**config.mk**
```make
export PLATFORM = sky130hd
export DESIGN_NAME = lfsr_capture_sequencer
export DESIGN_NICKNAME = d
export VERILOG_FILES = /design/src/rtl/lfsr_capture_pkg.sv /design/src/rtl/lfsr_capture_spin_cnt.sv /design/src/rtl/lfsr_capture_sequencer.sv
export SDC_FILE = /design/constraint.sdc
export NUM_CORES = 1
export LEC_CHECK = 0
export ABC_AREA = 1
export ABC_CLOCK_PERIOD_IN_PS = 3500
export BUFFER_PORTS_ARGS = -buffer_cell sky130_fd_sc_hd__buf_2
export CAP_MARGIN = 5
export CORE_UTILIZATION = 30
export CTS_CLUSTER_DIAMETER = 80
export DETAILED_ROUTE_END_ITERATION = 16
export PLACE_DENSITY = 0.45
export SLEW_MARGIN = 20
export SYNTH_ARGS = -nofsm -noshare
export SYNTH_HDL_FRONTEND = slang
export SYNTH_SLANG_ARGS = --single-unit
```
**constraint.sdc**
```tcl
create_clock -name i_clk -period 3.5 [get_ports i_clk]
set_input_delay 0 -clock i_clk [delete_from_list [all_inputs] [get_ports i_clk]]
set_output_delay 0 -clock i_clk [all_outputs]
set_load 0.05 [all_outputs]
```
**src/rtl/lfsr_capture_pkg.sv**
```systemverilog
// Shared types and helpers for the LFSR capture sequencer.
// Holds the FSM state encoding plus popcount and thermometer-code checks on 7-bit values.
package lfsr_capture_pkg;

    typedef enum logic [2:0] {
        IDLE,
        SPIN,
        SETTLE,
        WRITE,
        DONE
    } state_t;

    function automatic logic [2:0] popcount7(input logic [6:0] i_v);
        logic [2:0] w_cnt;
        w_cnt = '0;
        for (int i = 0; i < 7; i++) begin
            w_cnt = w_cnt + {2'b00, i_v[i]};
        end
        return w_cnt;
    endfunction

    // A nonzero thermometer code is 2**k-1, so v+1 shares no set bit with v.
    function automatic logic is_thermo(input logic [6:0] i_v);
        logic [7:0] w_ext;
        logic [7:0] w_inc;
        w_ext = {1'b0, i_v};
        w_inc = w_ext + 8'd1;
        return (i_v != 7'd0) && ((w_inc & w_ext) == 8'd0);
    endfunction

endpackage

```
**src/rtl/lfsr_capture_spin_cnt.sv**
```systemverilog
// Loadable down-counter that times how long the generator runs per word.
// o_expire flags the last cycle of the run (count of one).
module lfsr_capture_spin_cnt #(
    parameter int SPIN_W = 8
) (
    input  logic              i_clk,
    input  logic              i_reset,
    input  logic              i_load,
    input  logic [SPIN_W-1:0] i_load_val,
    input  logic              i_dec,
    output logic              o_expire
);

    logic [SPIN_W-1:0] r_count;

    always_ff @(posedge i_clk) begin
        if (i_reset) begin
            r_count <= '0;
        end else if (i_load) begin
            r_count <= i_load_val;
        end else if (i_dec && (r_count != '0)) begin
            r_count <= r_count - SPIN_W'(1);
        end
    end

    assign o_expire = (r_count == SPIN_W'(1));

endmodule

```
**src/rtl/lfsr_capture_sequencer.sv**
```systemverilog
// Runs the thermometer random generator, freezes it, and writes NUM_WORDS captured values to memory.
// Define LFSR_CAPTURE_CHECK_EN to reject non-thermometer captures and raise a sticky o_chk_err.
//
// state  | meaning
// IDLE   | generator frozen, waiting for i_start
// SPIN   | generator running until the spin counter expires or i_capture_req
// SETTLE | generator frozen for one cycle, value latched at the end
// WRITE  | write request held until the memory accepts it
// DONE   | one-cycle completion pulse
module lfsr_capture_sequencer #(
    parameter int DATA_W    = 7,
    parameter int ADDR_W    = 4,
    parameter int NUM_WORDS = 16,
    parameter int SPIN_W    = 8,
    parameter int SUM_W     = ADDR_W + 3
) (
    input  logic              i_clk,
    input  logic              i_reset,
    input  logic              i_start,
    input  logic [SPIN_W-1:0] i_spin_len,
    input  logic              i_capture_req,
    input  logic [DATA_W-1:0] i_rnd_value,
    output logic              o_rnd_stop,
    output logic              o_mem_wr_valid,
    input  logic              i_mem_wr_ready,
    output logic [ADDR_W-1:0] o_mem_wr_addr,
    output logic [DATA_W-1:0] o_mem_wr_data,
    output logic              o_busy,
    output logic              o_done,
    output logic [SUM_W-1:0]  o_level_sum,
    output logic              o_chk_err
);

    import lfsr_capture_pkg::*;

    state_t            r_state;
    logic              r_rnd_stop;
    logic              r_valid;
    logic              r_busy;
    logic              r_done;
    logic              r_chk_err;
    logic [ADDR_W-1:0] r_addr;
    logic [DATA_W-1:0] r_data;
    logic [SUM_W-1:0]  r_level_sum;

    logic [SPIN_W-1:0] w_spin_load_val;
    logic              w_hs;
    logic              w_last;
    logic              w_data_ok;
    logic              w_load;
    logic              w_dec;
    logic              w_expire;

    assign w_spin_load_val = (i_spin_len == '0) ? SPIN_W'(1) : i_spin_len;
    assign w_hs            = (r_state == WRITE) && i_mem_wr_ready;
    assign w_last          = (r_addr == ADDR_W'(NUM_WORDS - 1));

`ifdef LFSR_CAPTURE_CHECK_EN
    assign w_data_ok = is_thermo(7'(i_rnd_value));
`else
    assign w_data_ok = 1'b1;
`endif

    // Every entry into SPIN reloads the counter from the live i_spin_len.
    assign w_load = ((r_state == IDLE) && i_start)
                  || (w_hs && !w_last)
                  || ((r_state == SETTLE) && !w_data_ok);
    assign w_dec  = (r_state == SPIN);

    lfsr_capture_spin_cnt #(
        .SPIN_W (SPIN_W)
    ) u_spin_cnt (
        .i_clk      (i_clk),
        .i_reset    (i_reset),
        .i_load     (w_load),
        .i_load_val (w_spin_load_val),
        .i_dec      (w_dec),
        .o_expire   (w_expire)
    );

    always_ff @(posedge i_clk) begin
        if (i_reset) begin
            r_state     <= IDLE;
            r_rnd_stop  <= 1'b1;
            r_valid     <= 1'b0;
            r_busy      <= 1'b0;
            r_done      <= 1'b0;
            r_chk_err   <= 1'b0;
            r_addr      <= '0;
            r_data      <= '0;
            r_level_sum <= '0;
        end else begin
            case (r_state)
                IDLE: begin
                    if (i_start) begin
                        r_state     <= SPIN;
                        r_rnd_stop  <= 1'b0;
                        r_busy      <= 1'b1;
                        r_addr      <= '0;
                        r_level_sum <= '0;
                    end
                end
                SPIN: begin
                    if (w_expire || i_capture_req) begin
                        r_state    <= SETTLE;
                        r_rnd_stop <= 1'b1;
                    end
                end
                SETTLE: begin
                    if (w_data_ok) begin
                        r_data  <= i_rnd_value;
                        r_valid <= 1'b1;
                        r_state <= WRITE;
                    end else begin
                        r_chk_err  <= 1'b1;
                        r_rnd_stop <= 1'b0;
                        r_state    <= SPIN;
                    end
                end
                WRITE: begin
                    if (i_mem_wr_ready) begin
                        r_valid     <= 1'b0;
                        r_level_sum <= r_level_sum + SUM_W'(popcount7(7'(r_data)));
                        if (w_last) begin
                            r_done  <= 1'b1;
                            r_state <= DONE;
                        end else begin
                            r_addr     <= r_addr + ADDR_W'(1);
                            r_rnd_stop <= 1'b0;
                            r_state    <= SPIN;
                        end
                    end
                end
                DONE: begin
                    r_done  <= 1'b0;
                    r_busy  <= 1'b0;
                    r_state <= IDLE;
                end
                default: begin
                    r_state <= IDLE;
                end
            endcase
        end
    end

    assign o_rnd_stop     = r_rnd_stop;
    assign o_mem_wr_valid = r_valid;
    assign o_mem_wr_addr  = r_addr;
    assign o_mem_wr_data  = r_data;
    assign o_busy         = r_busy;
    assign o_done         = r_done;
    assign o_level_sum    = r_level_sum;
    assign o_chk_err      = r_chk_err;

endmodule

```
==> flow_summary.toml <==
[run_status]
status = "complete, but fails checks"
violations = "design-rule violations"

[clocking]
cts.sinks = 33
clkTransAtPathRegs_ns = 0.07
clk_latency_ns = 0.29
h-tree-depth = 2
cts_tree = "done"
ctsLongestPathBuffers = 2
cts-root-buf = "clkbuf_8"
cts-buffers-inserted = 5
post_cts_buffers = 0

[logic_synthesis]
synthesis.nets = 322
ys_warn_count = 0
synth-edff-count = 0
synth.yosys.seq_area_share = 0.3361
synthDistinctLibCells = 27
synth.avg_cell_area_um2 = 6.849
yosys.area_share.simple = 0.3125
ys.flop_type = "dfxtp_1"
synth_cells = 287
synthesis.area_mm2 = 0.001966
ys_async_sr_fraction = 0
synthMuxAreaShare = 0
synth_top_family_by_area = "simple AND/OR/NAND/NOR gates"
ys_ff_latch = 33
synthAdderAreaFrac = 0.1108
synth-compound-area-share = 0.1152
synth_xor_area_frac = 0.01782

[timing]
slew_viol_final = 0
fin_crit_sh = 0.8812
max_freq_mhz = 324.2
rsz0062_at_grt = "false"
final_hold_viol_count = 0
whs_ns = 0.002978
setup_viol = 0
relSlewSlack = 0.6285
worst_slew_pin_slew_ns = 0.5556
period_needed_ns = 3.084
setup_tns_ns = 0
skew_ns = 0.005220
finalWorstSetupSlack_ns = 0.4157

[die]
core_region_area_mm2 = 0.006350
rows = 29
die_area_mm2 = 0.006880
io_pins = 43
start_util = 0.3096
die_w_um = 82.95
die_y_um = 82.95

[min_path]
holdPathEnd = "o_mem_wr_data[3]$_SDFFE_PP0P_"
min_path_cells = 3
min_from = "i_rnd_value[3]"
hold_class = "primary input to flop"

[worst_setup_path]
crit_type = "flop to flop"
r2r_cells = 14
reg2reg_from = "o_mem_wr_data[0]$_SDFFE_PP0P_"
cp_slowest_stage_delay_ns = 0.53
required_ns = 3.73
crit_chain = "fa_1 > inv_1 > fa_1 > fa_1 > inv_1 > ha_1 > fa_1 > nand3_1 > nand2_1 > nand3_1 > nor2_1 > nand2_1 > nand2_1 > nor2_1"
path_max_fanout = 3
cp_common_cell = "fa_1"
r2r_slack_ns = 0.42
startpoint_type = "flop"
critPathSlowestCell = "fa_1"
crit_arrival_ns = 3.32
crit_path_end_kind = "flop"
r2r_end = "o_level_sum[6]$_SDFFE_PP0P_"

[final_layout]
antenna_cells = 0
layout.cells.non_filler = 412
nNetsFinal = 369
drive_above_1_share = 0.1761
syn_to_final_growth_pct = 21.96
fillers = 691

[power_and_ir_drop]
peakVddDrop_mv = 0.2426
p_leak_nw = 1.221
p_per_area_mw_per_mm2 = 675.9

[detailed_routing]
drc_errors = 2
via_per_inst = 4.471
totalWireLength_um = 4821
postRouteAntennaNets = 0
wl_per_cell_um = 11.70
vias = 1842
drtIter0Drc = 64
dr.pass1.iters = 10

[place]
numPortBuffers = 41
place_hpwl_um = 3668
dp_cells = 399
place_congestion = 0.8025
place_ws_ns = 0.4031

[global_routing]
track_usage = 0.1491
antenna_found_initial = 0
grt_pass1_wl_um = 8280
grt_pass1_vias = 1740
grt_overflow = 0
grt_max_degree = 18

[flow_run]
drv_cap = 0
[per-layer routing]
layer | track usage | vias up | part of all wire
met5 | 0 | - | 0
met4 | 0.04702 | 0 | 0.014
met3 | 0.03479 | 6 | 0.038
met2 | 0.2258 | 35 | 0.44
met1 | 0.2089 | 797 | 0.51
li1 | - | 1004 | -
[state kept, by name (all words and copies together), names as in the netlist]
name	cells
o_busy	1
o_done	1
o_level_sum	7
o_mem_wr_addr	4
o_mem_wr_data	7
o_mem_wr_valid	1
o_rnd_stop	1
r_state	3
u_spin_cnt.r_count	8
[stage by stage]
| stage | util | instance area (µm²) | total power, mW |
|---|---|---|---|
| global route | 0.3775 | 2397 | 1.769 |
| CTS | 0.3775 | 2397 | 1.643 |
| detailed placement | 0.3513 | 2231 | 1.248 |
| floorplan | - | 1966 | 1.101 |
| finish | 0.3775 | 2397 | 1.620 |
| global placement | 0.3513 | 2231 | 1.252 |
[Yosys cell counts (2+ instances only)]
| cell type | n | area share |
|---|---|---|
| o21bai_1 | 2 | 0.0076 |
| dfxtp_1 | 33 | 0.34 |
| xnor2_1 | 2 | 0.0089 |
| inv_1 | 43 | 0.082 |
| o21ai_0 | 10 | 0.025 |
| ha_1 | 11 | 0.070 |
| nand2_1 | 69 | 0.13 |
| clkbuf_1 | 2 | 0.0038 |
| nand4_1 | 4 | 0.013 |
| xor2_1 | 2 | 0.0089 |
| nand3_1 | 33 | 0.084 |
| fa_1 | 4 | 0.041 |
| nand2_4 | 2 | 0.011 |
| a21oi_1 | 29 | 0.074 |
| nor2_2 | 2 | 0.0064 |
| buf_2 | 2 | 0.0051 |
| nor2_1 | 24 | 0.046 |
| nand2_2 | 3 | 0.0095 |
| nor3_1 | 2 | 0.0051 |
[layout by cell type, fill, tap and decap left out, types with 2 or more instances in the layout]
master	netlist	layout
nand3_1	33	33
xnor2_1	2	2
clkbuf_8	0	6
nor3_1	2	2
o21bai_1	2	2
inv_1	43	43
nor2_2	2	2
nand2_2	3	3
fa_1	4	4
nand2_1	69	69
nand4_1	4	4
ha_1	11	11
buf_2	2	41
nand2_4	2	2
o21ai_0	10	10
xor2_1	2	2
nor2_1	24	24
dfxtp_1	33	33
dlygate4sd3_1	0	5
a21oi_1	29	29
[worst max-delay path: cells and delay by family, from the launching register on]
family                   cells  cell delay (ns)
adder cells (fa/ha/maj)      5             2.08
AND/OR/NAND/NOR              7             0.53
flip-flops                   1             0.34
buffers and inverters        2             0.09
[cell type report]
type | count | area (µm²) | share of cell area
Sequential cell | 33 | 660.6 | 0.2756
Clock inverter | 1 | 30.03 | 0.01253
Inverter | 45 | 171.4 | 0.07150
Tap cell | 77 | 96.34 | 0.04019
Clock buffer | 7 | 86.33 | 0.03601
Timing Repair Buffer | 46 | 255.2 | 0.1065
Multi-Input combinational cell | 203 | 1097 | 0.4577
[worst max-delay path by stage]
| stage | startpoint | slack, ns | depth (start not counted) | to |
|---|---|---|---|---|
| final | o_mem_wr_data[0]$_SDFFE_PP0P_ | 0.42 | 14 | o_level_sum[6]$_SDFFE_PP0P_ |
| after global routing | o_mem_wr_data[0]$_SDFFE_PP0P_ | 0.25 | 14 | o_level_sum[6]$_SDFFE_PP0P_ |
| after CTS | o_mem_wr_data[0]$_SDFFE_PP0P_ | 0.38 | 14 | o_level_sum[6]$_SDFFE_PP0P_ |
| after detailed placement | o_mem_wr_data[0]$_SDFFE_PP0P_ | 0.40 | 14 | o_level_sum[6]$_SDFFE_PP0P_ |
| after global placement | o_mem_wr_data[0]$_SDFFE_PP0P_ | 0.43 | 14 | o_level_sum[6]$_SDFFE_PP0P_ |
| after floorplan | o_mem_wr_data[1]$_SDFFE_PP0P_ | 0.22 | 14 | o_level_sum[6]$_SDFFE_PP0P_ |
[kinds of logic (layout without fill, tap and decap cells)]
group,after synthesis,after routing
xor+xnor,4,4
simple gates,140,140
flops,33,33
other cells,1,1
compound gates,43,43
buf+inv,51,99
fa+ha+maj,15,15
[what timing repair did]
item                                    in CTS  in global routing
endpoints found under the setup margin       0                  0
hold endpoints to repair                     5                  0
resized for setup                            0                  0
hold buffers                                 5                  0
[report_power, final]
group / internal, mW / total (mW) / switching, mW
logic: 0.238 / 0.728 / 0.490
registers: 0.444 / 0.510 / 0.0657
clock network: 0.232 / 0.383 / 0.150
total: 0.914 / 1.62 / 0.706
Power figures use the tool's default switching activity.
